--- config.mk ---
export PLATFORM = sky130hd
export DESIGN_NAME = tgen_fetch_ot
export DESIGN_NICKNAME = d
export VERILOG_FILES = /design/src/rtl/tgen_fetch_ot.sv
export SDC_FILE = /design/constraint.sdc
export NUM_CORES = 1
export LEC_CHECK = 0
export BUFFER_PORTS_ARGS = -buffer_cell sky130_fd_sc_hd__buf_4
export CAP_MARGIN = 30
export CORE_MARGIN = 5
export CORE_UTILIZATION = 30
export CTS_BUF_LIST = sky130_fd_sc_hd__clkbuf_16
export DETAILED_ROUTE_END_ITERATION = 8
export GPL_TIMING_DRIVEN = 0
export SLEW_MARGIN = 20
export SYNTH_ARGS = -nofsm -noshare
export SYNTH_HDL_FRONTEND = slang
export SYNTH_SLANG_ARGS = --single-unit
--- constraint.sdc ---
create_clock -name clk -period 2.73 [get_ports clk]
set_input_delay 0.4095 -clock clk [delete_from_list [all_inputs] [get_ports clk]]
set_output_delay 0.4095 -clock clk [all_outputs]
set_load 0.01 [all_outputs]
--- src/rtl/tgen_fetch_ot.sv ---
// Fetch-side traffic generator: issues sequential, LFSR-random or mixed fetch requests
// with up to MAX_OUTSTANDING in flight and checks each returned line against its address.
module tgen_fetch_ot #(
  parameter int unsigned FETCH_ADDR_WIDTH = 32,
  parameter int unsigned FETCH_DATA_WIDTH = 128,
  parameter int unsigned MAX_OUTSTANDING  = 4,
  parameter int unsigned N_TRANS          = 1024,
  parameter logic [31:0] ADDR_MASK        = 32'h0000_0FF0,
  parameter logic [31:0] LFSR_SEED        = 32'hACE1_2345
) (
  input  logic                        clk,
  input  logic                        rst_n,
  input  logic                        fetch_enable_i,
  input  logic [1:0]                  mode_i,
  input  logic [FETCH_ADDR_WIDTH-1:0] base_addr_i,
  output logic                        fetch_req_o,
  output logic [FETCH_ADDR_WIDTH-1:0] fetch_addr_o,
  input  logic                        fetch_gnt_i,
  input  logic                        fetch_rvalid_i,
  input  logic [FETCH_DATA_WIDTH-1:0] fetch_rdata_i,
  output logic [31:0]                 trans_cnt_o,
  output logic [31:0]                 resp_cnt_o,
  output logic [15:0]                 err_cnt_o,
  output logic                        err_o,
  output logic                        eoc_o,
  output logic                        busy_o
);
  localparam int unsigned AW     = FETCH_ADDR_WIDTH;
  localparam int unsigned DW     = FETCH_DATA_WIDTH;
  localparam int unsigned BYTES  = DW / 8;
  localparam int          NWORDS = int'(DW / 32);
  localparam int unsigned PW     = (MAX_OUTSTANDING > 1) ? $clog2(MAX_OUTSTANDING) : 1;
  localparam int unsigned CW     = $clog2(MAX_OUTSTANDING + 1);
  localparam logic [AW-1:0] MASK_A = AW'(ADDR_MASK);

  typedef enum logic [1:0] {S_IDLE, S_RUN, S_DRAIN, S_DONE} state_t;

  function automatic logic [AW-1:0] wrap_next(input logic [AW-1:0] a);
    logic [AW-1:0] inc;
    inc = a + AW'(BYTES);
    return (a & ~MASK_A) | (inc & MASK_A);
  endfunction

  function automatic logic [31:0] lfsr_step(input logic [31:0] l);
    return {l[30:0], l[31] ^ l[21] ^ l[1] ^ l[0]};
  endfunction

  function automatic logic [PW-1:0] ptr_inc(input logic [PW-1:0] p);
    return (p == PW'(MAX_OUTSTANDING - 1)) ? '0 : p + 1'b1;
  endfunction

  // Golden line: consecutive 32-bit words counting up from the line-aligned address.
  function automatic logic line_ok(input logic [AW-1:0] a, input logic [DW-1:0] d);
    logic [31:0] base;
    logic        ok;
    base = 32'(a) & ~(32'(BYTES) - 32'd1);
    ok   = 1'b1;
    for (int k = 0; k < NWORDS; k++)
      if (d[32*k +: 32] != base + 32'(4 * k)) ok = 1'b0;
    return ok;
  endfunction

  state_t          r_state, w_state_nxt;
  logic            r_req, w_req_nxt;
  logic [AW-1:0]   r_addr, w_addr_nxt;
  logic [1:0]      r_mode;
  logic [31:0]     r_lfsr, w_lfsr_nxt;
  logic [31:0]     r_trans, r_resp;
  logic [15:0]     r_err_cnt;
  logic            r_err, r_eoc;
  logic [AW-1:0]   r_fifo [MAX_OUTSTANDING];
  logic [PW-1:0]   r_wptr, r_rptr;
  logic [CW-1:0]   r_out;
  logic            w_fire, w_empty, w_pop, w_bad, w_last, w_slot, w_more, w_start;

  assign w_fire     = r_req & fetch_gnt_i;
  assign w_empty    = (r_out == '0);
  assign w_pop      = fetch_rvalid_i & ~w_empty;
  assign w_bad      = fetch_rvalid_i & (w_empty | ~line_ok(r_fifo[r_rptr], fetch_rdata_i));
  assign w_last     = w_fire & (r_trans == 32'(N_TRANS - 1));
  assign w_start    = (r_state == S_IDLE) & fetch_enable_i;
  assign w_lfsr_nxt = lfsr_step(r_lfsr);
  // A grant taken this cycle occupies a slot; a response this cycle frees one only next cycle.
  assign w_slot     = (32'(r_out) + 32'(w_fire)) < 32'(MAX_OUTSTANDING);
  assign w_more     = (r_trans + 32'(w_fire)) < 32'(N_TRANS);
  assign w_req_nxt  = (r_req & ~fetch_gnt_i) |
                      ((r_state == S_RUN) & fetch_enable_i & w_more & w_slot);

  always_comb begin
    w_addr_nxt = wrap_next(r_addr);
    if (r_mode == 2'b01)
      w_addr_nxt = AW'(w_lfsr_nxt) & MASK_A;
    else if ((r_mode == 2'b10) && (w_lfsr_nxt[3:0] == 4'd0))
      w_addr_nxt = AW'(w_lfsr_nxt) & MASK_A;
  end

  always_comb begin
    w_state_nxt = r_state;
    case (r_state)
      S_IDLE:  if (fetch_enable_i) w_state_nxt = S_RUN;
      S_RUN:   if (w_last) w_state_nxt = S_DRAIN;
      S_DRAIN: if (w_empty) w_state_nxt = S_DONE;
      default: w_state_nxt = S_DONE;
    endcase
  end

  always_ff @(posedge clk or negedge rst_n) begin
    if (!rst_n) begin
      r_state   <= S_IDLE;
      r_req     <= 1'b0;
      r_addr    <= '0;
      r_mode    <= 2'b00;
      r_lfsr    <= LFSR_SEED;
      r_trans   <= '0;
      r_resp    <= '0;
      r_err_cnt <= '0;
      r_err     <= 1'b0;
      r_eoc     <= 1'b0;
      r_wptr    <= '0;
      r_rptr    <= '0;
      r_out     <= '0;
    end else begin
      r_state <= w_state_nxt;
      r_req   <= w_req_nxt;
      r_eoc   <= r_eoc | (w_state_nxt == S_DONE);
      if (w_start) begin
        r_mode <= (mode_i == 2'b11) ? 2'b00 : mode_i;
        r_addr <= (mode_i == 2'b01) ? (AW'(r_lfsr) & MASK_A) : base_addr_i;
      end else if (w_fire) begin
        r_addr <= w_addr_nxt;
      end
      if (w_fire) begin
        r_lfsr  <= w_lfsr_nxt;
        r_trans <= r_trans + 32'd1;
        r_wptr  <= ptr_inc(r_wptr);
      end
      if (w_pop) begin
        r_resp <= r_resp + 32'd1;
        r_rptr <= ptr_inc(r_rptr);
      end
      if (w_fire && !w_pop)
        r_out <= r_out + 1'b1;
      else if (!w_fire && w_pop)
        r_out <= r_out - 1'b1;
      if (w_bad) begin
        if (r_err_cnt != 16'hFFFF) r_err_cnt <= r_err_cnt + 16'd1;
        r_err <= 1'b1;
      end
    end
  end

  always_ff @(posedge clk) begin
    if (w_fire) r_fifo[r_wptr] <= r_addr;
  end

  assign fetch_req_o  = r_req;
  assign fetch_addr_o = r_addr;
  assign trans_cnt_o  = r_trans;
  assign resp_cnt_o   = r_resp;
  assign err_cnt_o    = r_err_cnt;
  assign err_o        = r_err;
  assign eoc_o        = r_eoc;
  assign busy_o       = (r_state == S_RUN) | (r_state == S_DRAIN);
endmodule

# Word-level counts from Yosys, hierarchy flattened
# Memories as Yosys holds them, arrays and structs flattened.
# Cells that the tools add are included.
# Widths: inputs -> output; s select.
# op_classes
addsub,13
magnitude_cmp,2
eq_ne,15
muxes,20
n_bitwise,20
n_reduce_logical,11
# op_table
cell,n
$mux 32,5
$ne 32x32->1,4
$add 32x1->32 const B,2
$add 32x4->32 const B,2
$add 32x1->32,1
$add 32x3->32 const B,1
$eq 32x10->1 const B,1
$lt 32x11->1 const B,1
$or 32x12->32,1
$add 16x1->16 const B,1
$ne 16x16->1 const B,1
$add 12x5->12 const B,1
$eq 2x2->1 const B,6
$mux 2,6
$and 1x1->1,9
$eq 2x1->1 const B,3
$mux 1,6
$mux 3,2
$pmux 2 s3,1
$add 2x1->2 const B,2
$add 3x1->4,1
$logic_not 4->1,1
$lt 4x3->1 const B,1
$or 1x1->1,4
10 further kinds,18
# word_totals
regBits,158
ramBits,128
in_bits,167
out_inout_bits,116
word_cells,95
memories,1
# mem_list
name,words,word_bits,rd,rd_ports_with_merged_regs,write_ports,line_no,text
r_fifo,4,32,1,0,1,71,logic [AW-1:0] r_fifo [MAX_OUTSTANDING];

# Logic depth before layout (Yosys ltp)
# Gate-level depths: netlist of the first run.
# An unclocked memory read counts as a cell.
# logic_depth
depth_word,10
mapped_depth,14
depth_no_buf,9

# Worst setup path before layout of the first run
# OpenSTA, ideal clock, no wires.
# synth_timing
path_type,register -> register
start,reg r_rptr[0]
end,"reg r_err_cnt[1], in the netlist err_cnt_o[1]"
setup_time_ps,125
arrival_ps,2871
required_ps,2605
slack_ps,-266
stages_incl_launch_ff,14
path_buffers,4
synth_period_minus_slack_ps,2996
path_cell_list,dfrtp_1 > buf_6 > buf_6 > inv_2 > buf_6 > mux2i_1 > a2bb2oi_1 > o221ai_1 > or4_1 > nor4_1 > and4_1 > buf_4 > nor2_2 > mux2_4
# synth_via
elab_chain_cells,10
elab_cells_between_ends,16
classes_between,add/sub (3); eq/ne (4); mux (4); bitwise (3); reduce/logical (1); memory (1)
# synth_lines
item,line_no,text
start: declaration,72,"logic [PW-1:0] r_wptr, r_rptr;"
start signal: assignment,139,r_rptr <= ptr_inc(r_rptr);
$mem_v2 4x32 (*),--,
$add 32x3->32 / $ne 32x32->1 (equally long branches),59,if (d[32*k +: 32] != base + 32'(4 * k)) ok = 1'b0;
$ne 32x32->1 / $mux 1 (equally long branches),59,
$mux 1 (2 in a row),59,
$mux 1 (*),59,
$not 1->1 (*),79,"assign w_bad = fetch_rvalid_i & (w_empty | ~line_ok(r_fifo[r_rptr], fetch_rdata_i));"
$or 1x1->1 (*),79,
$and 1x1->1 (*),79,
$reduce_and 2->1 (no line) (*),--,
end signal: assignment,146,if (r_err_cnt != 16'hFFFF) r_err_cnt <= r_err_cnt + 16'd1;
end: declaration,69,logic [15:0] r_err_cnt;
# Every way passes the cells marked *; elsewhere a longest branch is shown, timed or not.
# A chain may end at the register's enable or synchronous reset.

# Worst setup path in the final report of the first run
# layout_timing
start,reg r_rptr[1]
end,"reg r_err_cnt[1], in the netlist err_cnt_o[1]"
# The elaborated chain is that of the path after synthesis.

==> qor.csv, run 1 <==
metric,value,unit
outcome,"finished, violations left",
failing checks,setup timing,
GRT Util Overall,17.66,%
worst min path class,in -> reg,
fin crit share,121.8,%
"antenna viol nets, final",0,
vias in the first global route,10690,
"FF+latch count, synth",270,
final instance area,17900,µm²
synthesized cell area,13200,µm²
Net Sw Frac,35.52,%
async set or reset register ratio after synthesis,58.52,%
Setup CP Type,reg -> reg,
final RePlAce weighted congestion,0.9456,
startpoint types,register,
Finished Core Util,41.36,%
"Seq/Total Area, Yosys",55.56,%
drt wl/cell,20.93,µm
# H-tree levels,1,
area taken by multi-input logic gates,6002,µm²
FILL cells,4174,
syn_nets,1336,
WP data arrival,3770,ps
post-place setup slack,-1209,ps
share of cells above drive strength 1,31.82,%
Combinational Power Share,37.0,%
Num CTS Buffers,30,
final non-filler cell total,2107,
critical path peak fanout,10,
Sink Count,270,
Top Ports,283,
HPWL Detailed,34350,µm
Required @ worst endpoint,3170,ps
Yosys warnings,0,
Final Hold Fails,0,
global-route wire length before repair,65530,µm
Core Area,43270,µm²
CTS tree,done,
Post-Synthesis Cells,1153,
RSZ-0062 raised after global routing,true,
Setup crit end kind,register,
ys flop type,dfrtp_1,
P_leak,7.788,nW
GRT overflow,0,
Switch Pwr,5.536,mW
clk slew on worst S/H paths,60,ps
Max Cap Viol,0,
Placed Instance Area,16270,µm²
Tmin final,3325,ps
syn_area_per_cell,11.45,µm²
Final Skew,15.65,ps
Area Overhead vs Synth,35.56,%
# nets final,1680,
Die X,219.8,µm
Fmax achieved,300.8,MHz
Hold WS,60.13,ps
Clock Tree Root,clkbuf_16,
Residual DRC,0,
First DRT Iteration DRCs,532,
die height,219.8,µm
Inst Count DP,2026,
VDD IR-drop max,521.7,µV
CTS max path bufs,3,
drt pass-1 iters,5,
IO buf count,282,
via density per instance,4.950,
Cell Int Power,10.05,mW
Worst Tran Pin Value,707.5,ps
pwr/cell area,870.9,nW/µm²
Slew headroom,52.83,%
"Setup violations, final",17,
clk_lat worst skew,560,ps
FP Rows,76,
number of flops mapped to enable cells by yosys,112,
full die area,48300,µm²
Setup WS post-layout,-594.6,ps
largest net degree at the start of global routing,85,
final max-slew violation count,0,
Synth cell types,73,
initial antenna violation count,1,
share of power burned in registers,37.8,%
final wirelength,44110,µm
Register Area,7340,µm²
Initial Utilization,30.51,%
power share of the clock group,25.3,%
DR vias,10430,
-- power by group through the flow --
stage / Clock, mW / Sequential [mW] / Combinational, mW
final: 3.94 / 5.89 / 5.76
after global routing: 4.24 / 6.01 / 6.22
after CTS: 4.07 / 5.92 / 5.65
after detailed placement: 0 / 5.97 / 5.17
after global placement: 0 / 5.93 / 5.10
after floorplan: 0 / 5.80 / 2.93
-- through the flow --
step,total power [mW],TNS [ps]
after floorplan,8.735,-1302
after global placement,11.03,-36980
after detailed placement,11.14,-25570
after CTS,15.64,-9033
after global routing,16.47,-10940
final,15.59,-9402
-- synthesized netlist by cell type (all sizes together), types with 9 or more instances --
cell	instances	share of area, %
nand2	169	4.8
dfrtp	144	27
edfxtp	112	25
mux2i	65	5.0
xnor2	62	4.1
nor2	61	1.8
xor2	55	3.6
nand3	45	1.7
o21ai	37	1.4
and3	33	1.6
inv	29	0.82
nor3	29	1.1
a22o	25	1.7
nand4	24	1.1
a21oi	18	0.68
buf	18	1.1
clkbuf	18	0.51
nor4	18	0.85
ha	15	1.4
a31oi	14	0.66
dfstp	14	2.8
nand2b	14	0.66
mux2	13	1.1
mux4	13	2.3
o22ai	10	0.47
o221ai	9	0.60
-- final timing paths --
path | endpoint | startpoint | cells after the start | slack (ps)
min reg2reg | r_lfsr[27] | r_lfsr[26] | 2 | 450
max in group asynchronous | r_lfsr[16] | rst_n | 3 | 1430
max reg2reg | err_cnt_o[1] | r_rptr[1] | 11 | -590
max | err_cnt_o[1] | r_rptr[1] | 11 | -590
min in group asynchronous | err_cnt_o[13] | rst_n | 2 | 430
min | fetch_addr_o[12] | base_addr_i[12] | 2 | 60
-- state kept, by name, summed over array words and instances, names as in the netlist --
signal / flops
r_mode: 2
r_fifo: 112
r_out: 3
r_state: 2
err_cnt_o: 16
resp_cnt_o: 32
eoc_o: 1
r_wptr: 2
err_o: 1
r_rptr: 2
r_lfsr: 32
fetch_req_o: 1
trans_cnt_o: 32
fetch_addr_o: 32
-- worst max-delay path: stages (launching register included) --
cell and delay, ps:
dfrtp_2 440, buf_12 180, buf_12 170, mux2i_2 260
nor3_1 60, or4_1 570, nor4_4 270, o2111ai_1 160
nor4b_1 290, and4_4 400, nor2_2 90, mux2_4 300
-- cell type report --
cell class / instances / share of cell area (%)
antenna: 1 / 0.01398
multi-input combinational: 818 / 33.54
timing repair buffer: 314 / 13.78
clock inverter: 24 / 0.9508
tap: 585 / 4.090
sequential: 270 / 41.01
inverter: 29 / 0.6502
buffer: 34 / 1.489
clock buffer: 32 / 4.475
-- layout by cell type, fill, tap and decap left out, types with 15 or more instances in the layout --
master,netlist,routed
a21oi_1,18,18
a22o_1,25,25
and3_1,33,29
buf_4,2,307
clkbuf_1,18,15
clkbuf_16,0,33
dfrtp_1,144,140
edfxtp_1,112,112
ha_1,15,15
inv_1,27,34
mux2i_1,64,37
nand2_1,169,169
nand3_1,45,44
nand4_1,24,24
nor2_1,60,58
nor3_1,29,23
o21ai_0,37,37
xnor2_1,62,62
xor2_1,55,55
-- per-layer routing --
| layer | GRT usage (%) | part of all wire, % | vias to the layer above |
|---|---|---|---|
| li1 | - | - | 4914 |
| met1 | 22.91 | 42 | 5061 |
| met3 | 4.259 | 8.1 | 74 |
| met4 | 5.409 | 3.1 | 2 |
| met2 | 29.36 | 46 | 379 |
| met5 | 0 | 0.029 | - |
-- kinds of logic after synthesis --
logic type	synth area share [%]
AOI/OAI and AO/OA	8.435
DFF	55.56
buffers and inverters	2.426
and+or+nand+nor	15.88
muxes	8.369
xor gates and xnor gates	7.762
adders and majority gates	1.573
-- repair_timing --
action / in CTS / in global routing
hold endpoints to repair: 74 / 0
cloned: 0 / 1
gates resized for setup: 73 / 24
hold buffers: 1 / 0
buffers inserted: 11 / 13
pin swaps: 4 / 7
setup endpoints to repair: 49 / 36
(Power assumes the default switching activity.)
==> run 2, diff against run 1 <==
--- a/config.mk
+++ b/config.mk
@@ -5,13 +5,14 @@
 export SDC_FILE = /design/constraint.sdc
 export NUM_CORES = 1
 export LEC_CHECK = 0
-export BUFFER_PORTS_ARGS = -buffer_cell sky130_fd_sc_hd__buf_4
+export BUFFER_PORTS_ARGS = -buffer_cell sky130_fd_sc_hd__buf_2
 export CAP_MARGIN = 30
 export CORE_MARGIN = 5
 export CORE_UTILIZATION = 30
 export CTS_BUF_LIST = sky130_fd_sc_hd__clkbuf_16
 export DETAILED_ROUTE_END_ITERATION = 8
 export GPL_TIMING_DRIVEN = 0
+export HOLD_SLACK_MARGIN = 0.06
 export SLEW_MARGIN = 20
 export SYNTH_ARGS = -nofsm -noshare
 export SYNTH_HDL_FRONTEND = slang
==> run 2 against run 1 <==
Net effect: the flow still finishes with violations (setup timing); clock power grew 2%; clock skew up 1.6 ps; final area fell by 1.5%; critical path depth increased by 2; core utilization fell by 0.62 points; critical endpoint is now err_cnt_o[9]; largest cell class unchanged; largest power group unchanged; highest routed layer unchanged.
==> qor.csv, run 2 (synthesized netlist as in run 1, its figures left out) <==
metric,value,unit
FILL cells,4165,
CTS tree,done,
Inst Count DP,2026,
Register Area,7338,µm²
clk_lat worst skew,570,ps
Max Cap Viol,0,
CP max-delay cell,dfrtp_2,
fin crit share,124.1,%
initial antenna violation count,2,
Top reg by flops,r_fifo,
Final Hold Fails,0,
"Setup violations, final",17,
Clock Tree Root,clkbuf_16,
# H-tree levels,1,
global-route wire length before repair,65030,µm
Fmax achieved,295.3,MHz
"delay-heaviest family, CP",simple AND/OR/NAND/NOR gates,
full die area,48300,µm²
Final Total Pwr,15.69,mW
final max-slew violation count,0,
Required @ worst endpoint,3160,ps
critical path peak fanout,7,
final RePlAce weighted congestion,0.9120,
"antenna viol nets, final",0,
Reg2Reg Setup Slack,-660,ps
HPWL Detailed,33970,µm
largest net degree at the start of global routing,89,
FP Rows,76,
GRT Util Overall,17.56,%
die height,219.8,µm
Top Ports,283,
Residual DRC,0,
"most common cell after layout, fill and taps aside",buf_2,
CTS max path bufs,3,
area taken by multi-input logic gates,6015,µm²
worst min path class,in -> reg,
GRT overflow,0,
most frequent cells in the layout,"buf_2 (282), nand2_1 (169), dfrtp_1 (141)",
final non-filler cell total,2144,
P_leak,7.817,nW
failing checks,setup timing,
critical path buffer and inverter count,4,
# nets final,1718,
outcome,"finished, violations left",
via density per instance,4.984,
crit-path cells,buf_12 -> buf_12 -> buf_4 -> mux2i_1 -> mux2i_2 -> xor2_1 -> nor3_1 -> nand4_1 -> nor4_4 -> and4_4 -> clkbuf_16 -> nor3b_2 -> xor2_1,
share of cells above drive strength 1,32.58,%
Setup CP Type,reg -> reg,
Setup WS post-layout,-656.7,ps
Setup crit end kind,register,
First DRT Iteration DRCs,562,
Die X,219.8,µm
Slew headroom,51.68,%
Core Area,43270,µm²
Sink Count,270,
Num CTS Buffers,30,
Area Overhead vs Synth,33.53,%
IO buf count,282,
vias in the first global route,10660,
WP data arrival,3820,ps
Tmin final,3387,ps
Antenna diodes,0,
Setup TNS Final,-10520,ps
RSZ-0062 raised after global routing,true,
DR vias,10690,
CP max stage delay,470,ps
Largest register FFs,112,
Final Skew,17.27,ps
final wirelength,44620,µm
VDD IR-drop max,487.0,µV
startpoint types,register,
clk slew on worst S/H paths,60,ps
drt pass-1 iters,6,
drt wl/cell,20.81,µm
Initial Utilization,30.51,%
pwr/cell area,889.9,nW/µm²
Worst Tran Pin Value,724.7,ps
[run 2: changes by cell type in the layout (fill, tap and decap cells not counted), sizes merged, moves of 2 or more]
cell | previous run | this run
clkbuf | 50 | 52
inv | 36 | 38
clkinvlp | 2 | 0
dlygate4sd3 | 1 | 25
buf | 329 | 340
[run 2: timing repair]
action,4_1_cts,5_1_grt
gates resized for setup,66,37
cloned,0,3
hold buffers,25,0
endpoints found under the setup margin,49,26
setup buffers,16,19
pin swaps,9,16
endpoints found under the hold margin,94,0
[run 2: layer usage]
layer	GRT usage [%]	wire length, µm	vias up
met3	3.558	3589	90
li1	-	-	4991
met1	22.82	18720	5157
met2	29.48	20640	443
met4	5.721	1639	4
met5	0	31	-
[run 2: path summary, 6_finish.rpt]
kind | cells after the start | from | end
max | 13 | r_rptr[1] | err_cnt_o[9]
min | 3 | mode_i[1] | r_mode[1]
max reg2reg | 13 | r_rptr[1] | err_cnt_o[9]
min reg2reg | 1 | eoc_o | eoc_o
max in group asynchronous | 3 | rst_n | trans_cnt_o[4]
min in group asynchronous | 2 | rst_n | resp_cnt_o[11]
[run 2: stage by stage]
step,worst slack (ps),utilization (%),area [µm²],hold slack [ps]
floorplan,-138.9,-,13280,113.9
global placement,-1318,35.66,15430,439.0
detailed placement,-1183,35.97,15560,434.8
CTS,-611.5,39.79,17220,96.91
global route,-707.1,40.74,17630,136.8
finish,-656.7,40.74,17630,132.9
[run 2: area by class of cell]
| type | instances | share of cell area [%] |
|---|---|---|
| Inverter | 29 | 0.6885 |
| Buffer | 35 | 1.618 |
| Timing Repair Buffer | 351 | 12.22 |
| Clock buffer | 31 | 4.401 |
| Clock inverter | 25 | 1.178 |
| Sequential cell | 270 | 41.63 |
| Tap cell | 585 | 4.152 |
| Multi-Input combinational cell | 818 | 34.12 |
[run 2: where the power goes]
group          internal (mW)  switching [mW]
logic                   2.65            3.16
registers               5.07           0.807
clock network           2.34            1.66
total                   10.1            5.63
[run 2: tightest hold or removal path: cells and delay by family]
family / cells / cell delay (ps)
buf+inv: 1 / 100
simple gates: 1 / 70
compound gates: 1 / 70
==> run 3, diff against run 2 <==
--- a/config.mk
+++ b/config.mk
@@ -7,7 +7,6 @@
 export LEC_CHECK = 0
 export BUFFER_PORTS_ARGS = -buffer_cell sky130_fd_sc_hd__buf_2
 export CAP_MARGIN = 30
-export CORE_MARGIN = 5
 export CORE_UTILIZATION = 30
 export CTS_BUF_LIST = sky130_fd_sc_hd__clkbuf_16
 export DETAILED_ROUTE_END_ITERATION = 8
==> run 3 against run 2 <==
Net effect: the run still ends with setup timing left; combinational power decreased by 1%; wire length is 4.0% lower; flip-flop and latch count unchanged; clock skew grew 4.0 ps; largest power group unchanged.
==> qor.csv, run 3 (synthesized netlist as in run 1, its figures left out) <==
metric,value,unit
"most common cell after layout, fill and taps aside",buf_2,
largest net degree at the start of global routing,67,
fin crit share,122.0,%
hold depth,2,
Max Cap Viol,0,
DR vias,10640,
power share of the clock group,26.8,%
crit-path cells,buf_12 -> mux2i_1 -> mux2i_2 -> a211o_1 -> or4_1 -> nor4_1 -> and4_4 -> nor2_2 -> mux2_4,
Num CTS Buffers,34,
drt pass-1 iters,5,
VDD IR-drop max,455.7,µV
share of cells above drive strength 1,32.23,%
Hold WS,89.37,ps
Net Sw Frac,35.77,%
global-route wire length before repair,63760,µm
area taken by multi-input logic gates,6006,µm²
clk slew on worst S/H paths,60,ps
Worst Tran Pin Value,680.2,ps
Setup crit end kind,register,
# H-tree levels,2,
IO buf count,282,
final wirelength,42860,µm
Combinational Power Share,36.3,%
vias in the first global route,10580,
HPWL Detailed,32260,µm
full die area,44850,µm²
Setup TNS Final,-9438,ps
Finished Core Util,40.53,%
clk_lat worst skew,550,ps
CTS tree,done,
"Setup violations, final",17,
Final Skew,21.24,ps
RSZ-0062 raised after global routing,true,
Top reg by flops,r_fifo,
post-place setup slack,-1137,ps
Die X,211.8,µm
final max-slew violation count,0,
Required @ worst endpoint,3160,ps
"antenna viol nets, final",0,
Setup CP Type,reg -> reg,
First DRT Iteration DRCs,633,
final RePlAce weighted congestion,0.9486,
failing checks,setup timing,
# nets final,1698,
Core Area,43270,µm²
GRT overflow,0,
Residual DRC,0,
CP max stage delay,430,ps
reg2reg path depth,9,
FILL cells,4174,
outcome,"finished, violations left",
Fmax achieved,300.2,MHz
Setup WS post-layout,-600.6,ps
CP Depth,9,
Register Area,7337,µm²
Sink Count,270,
via density per instance,5.003,
Switch Pwr,5.655,mW
drt wl/cell,20.16,µm
share of power burned in registers,36.9,%
critical path peak fanout,8,
Largest register FFs,112,
P_leak,7.740,nW
FP Rows,76,
Cell Int Power,10.15,mW
"delay-heaviest family, CP",simple AND/OR/NAND/NOR gates,
most frequent cells in the layout,"buf_2 (281), nand2_1 (169), dfrtp_1 (142)",
CP max-delay cell,or4_1,
Inst Count DP,2026,
final non-filler cell total,2126,
startpoint types,register,
pwr/cell area,901.5,nW/µm²
initial antenna violation count,2,
GRT Util Overall,19.10,%
die height,211.8,µm
Tmin final,3331,ps
critical path buffer and inverter count,1,
Top Ports,283,
Clock Tree Root,clkbuf_16,
Area Overhead vs Synth,32.83,%
worst min path class,in -> reg,
CTS max path bufs,3,
Slew headroom,54.65,%
Initial Utilization,30.51,%
WP data arrival,3760,ps
Final Hold Fails,0,
[run 3: cell count changes in the layout (fill, tap and decap cells not counted), sizes merged]
cell         delta
bufinv          -1
inv             -1
clkinvlp        +1
dlygate4sd3    -15
bufbuf          +1
clkinv          +2
diode           +2
buf             -7
[run 3: area by class of cell]
type	instances	area share, %
antenna	2	0.02854
buffer	35	1.620
clock buffer	34	4.852
clock inverter	26	1.213
inverter	29	0.6636
multi-input combinational	818	34.25
sequential	270	41.84
tap	585	4.174
timing repair buffer	327	11.36
[run 3: metrics by stage]
stage                     instance area [µm²]  power [mW]
after floorplan                         13280       8.735
after global placement                  15430       10.66
after detailed placement                15600       10.77
after CTS                               17420       15.88
after global routing                    17530       16.65
final                                   17540       15.81
[run 3: metal layers]
layer | track usage (%) | up-vias | part of all wire, %
li1 | - | 4950 | -
met1 | 24.09 | 5219 | 43
met2 | 31.89 | 386 | 48
met3 | 4.109 | 80 | 6.5
met4 | 7.396 | 2 | 2.7
met5 | 0 | - | 0.030
[run 3: power groups by stage]
stage	Clock (mW)	Combinational, mW	Sequential [mW]
after floorplan	0	2.93	5.80
after global placement	0	4.80	5.87
after detailed placement	0	4.87	5.90
after CTS	4.38	5.65	5.85
after global routing	4.54	6.16	5.95
final	4.24	5.73	5.83
[run 3: path summary, 6_finish.rpt]
kind	slack, ps	to	from
min reg2reg	450	eoc_o	eoc_o
min	90	fetch_addr_o[19]	base_addr_i[19]
max in group asynchronous	1390	r_lfsr[6]	rst_n
max	-600	err_cnt_o[1]	r_rptr[1]
max reg2reg	-600	err_cnt_o[1]	r_rptr[1]
min in group asynchronous	340	resp_cnt_o[13]	rst_n
[run 3: timing repair]
item                                   in CTS  in global routing
gates resized for setup                    91                 12
pin swaps                                  10                  7
setup endpoints to repair                  48                 45
setup buffers                              21                  6
endpoints found under the hold margin      45                  0
hold buffers                               10                  0
cloned                                      2                  0
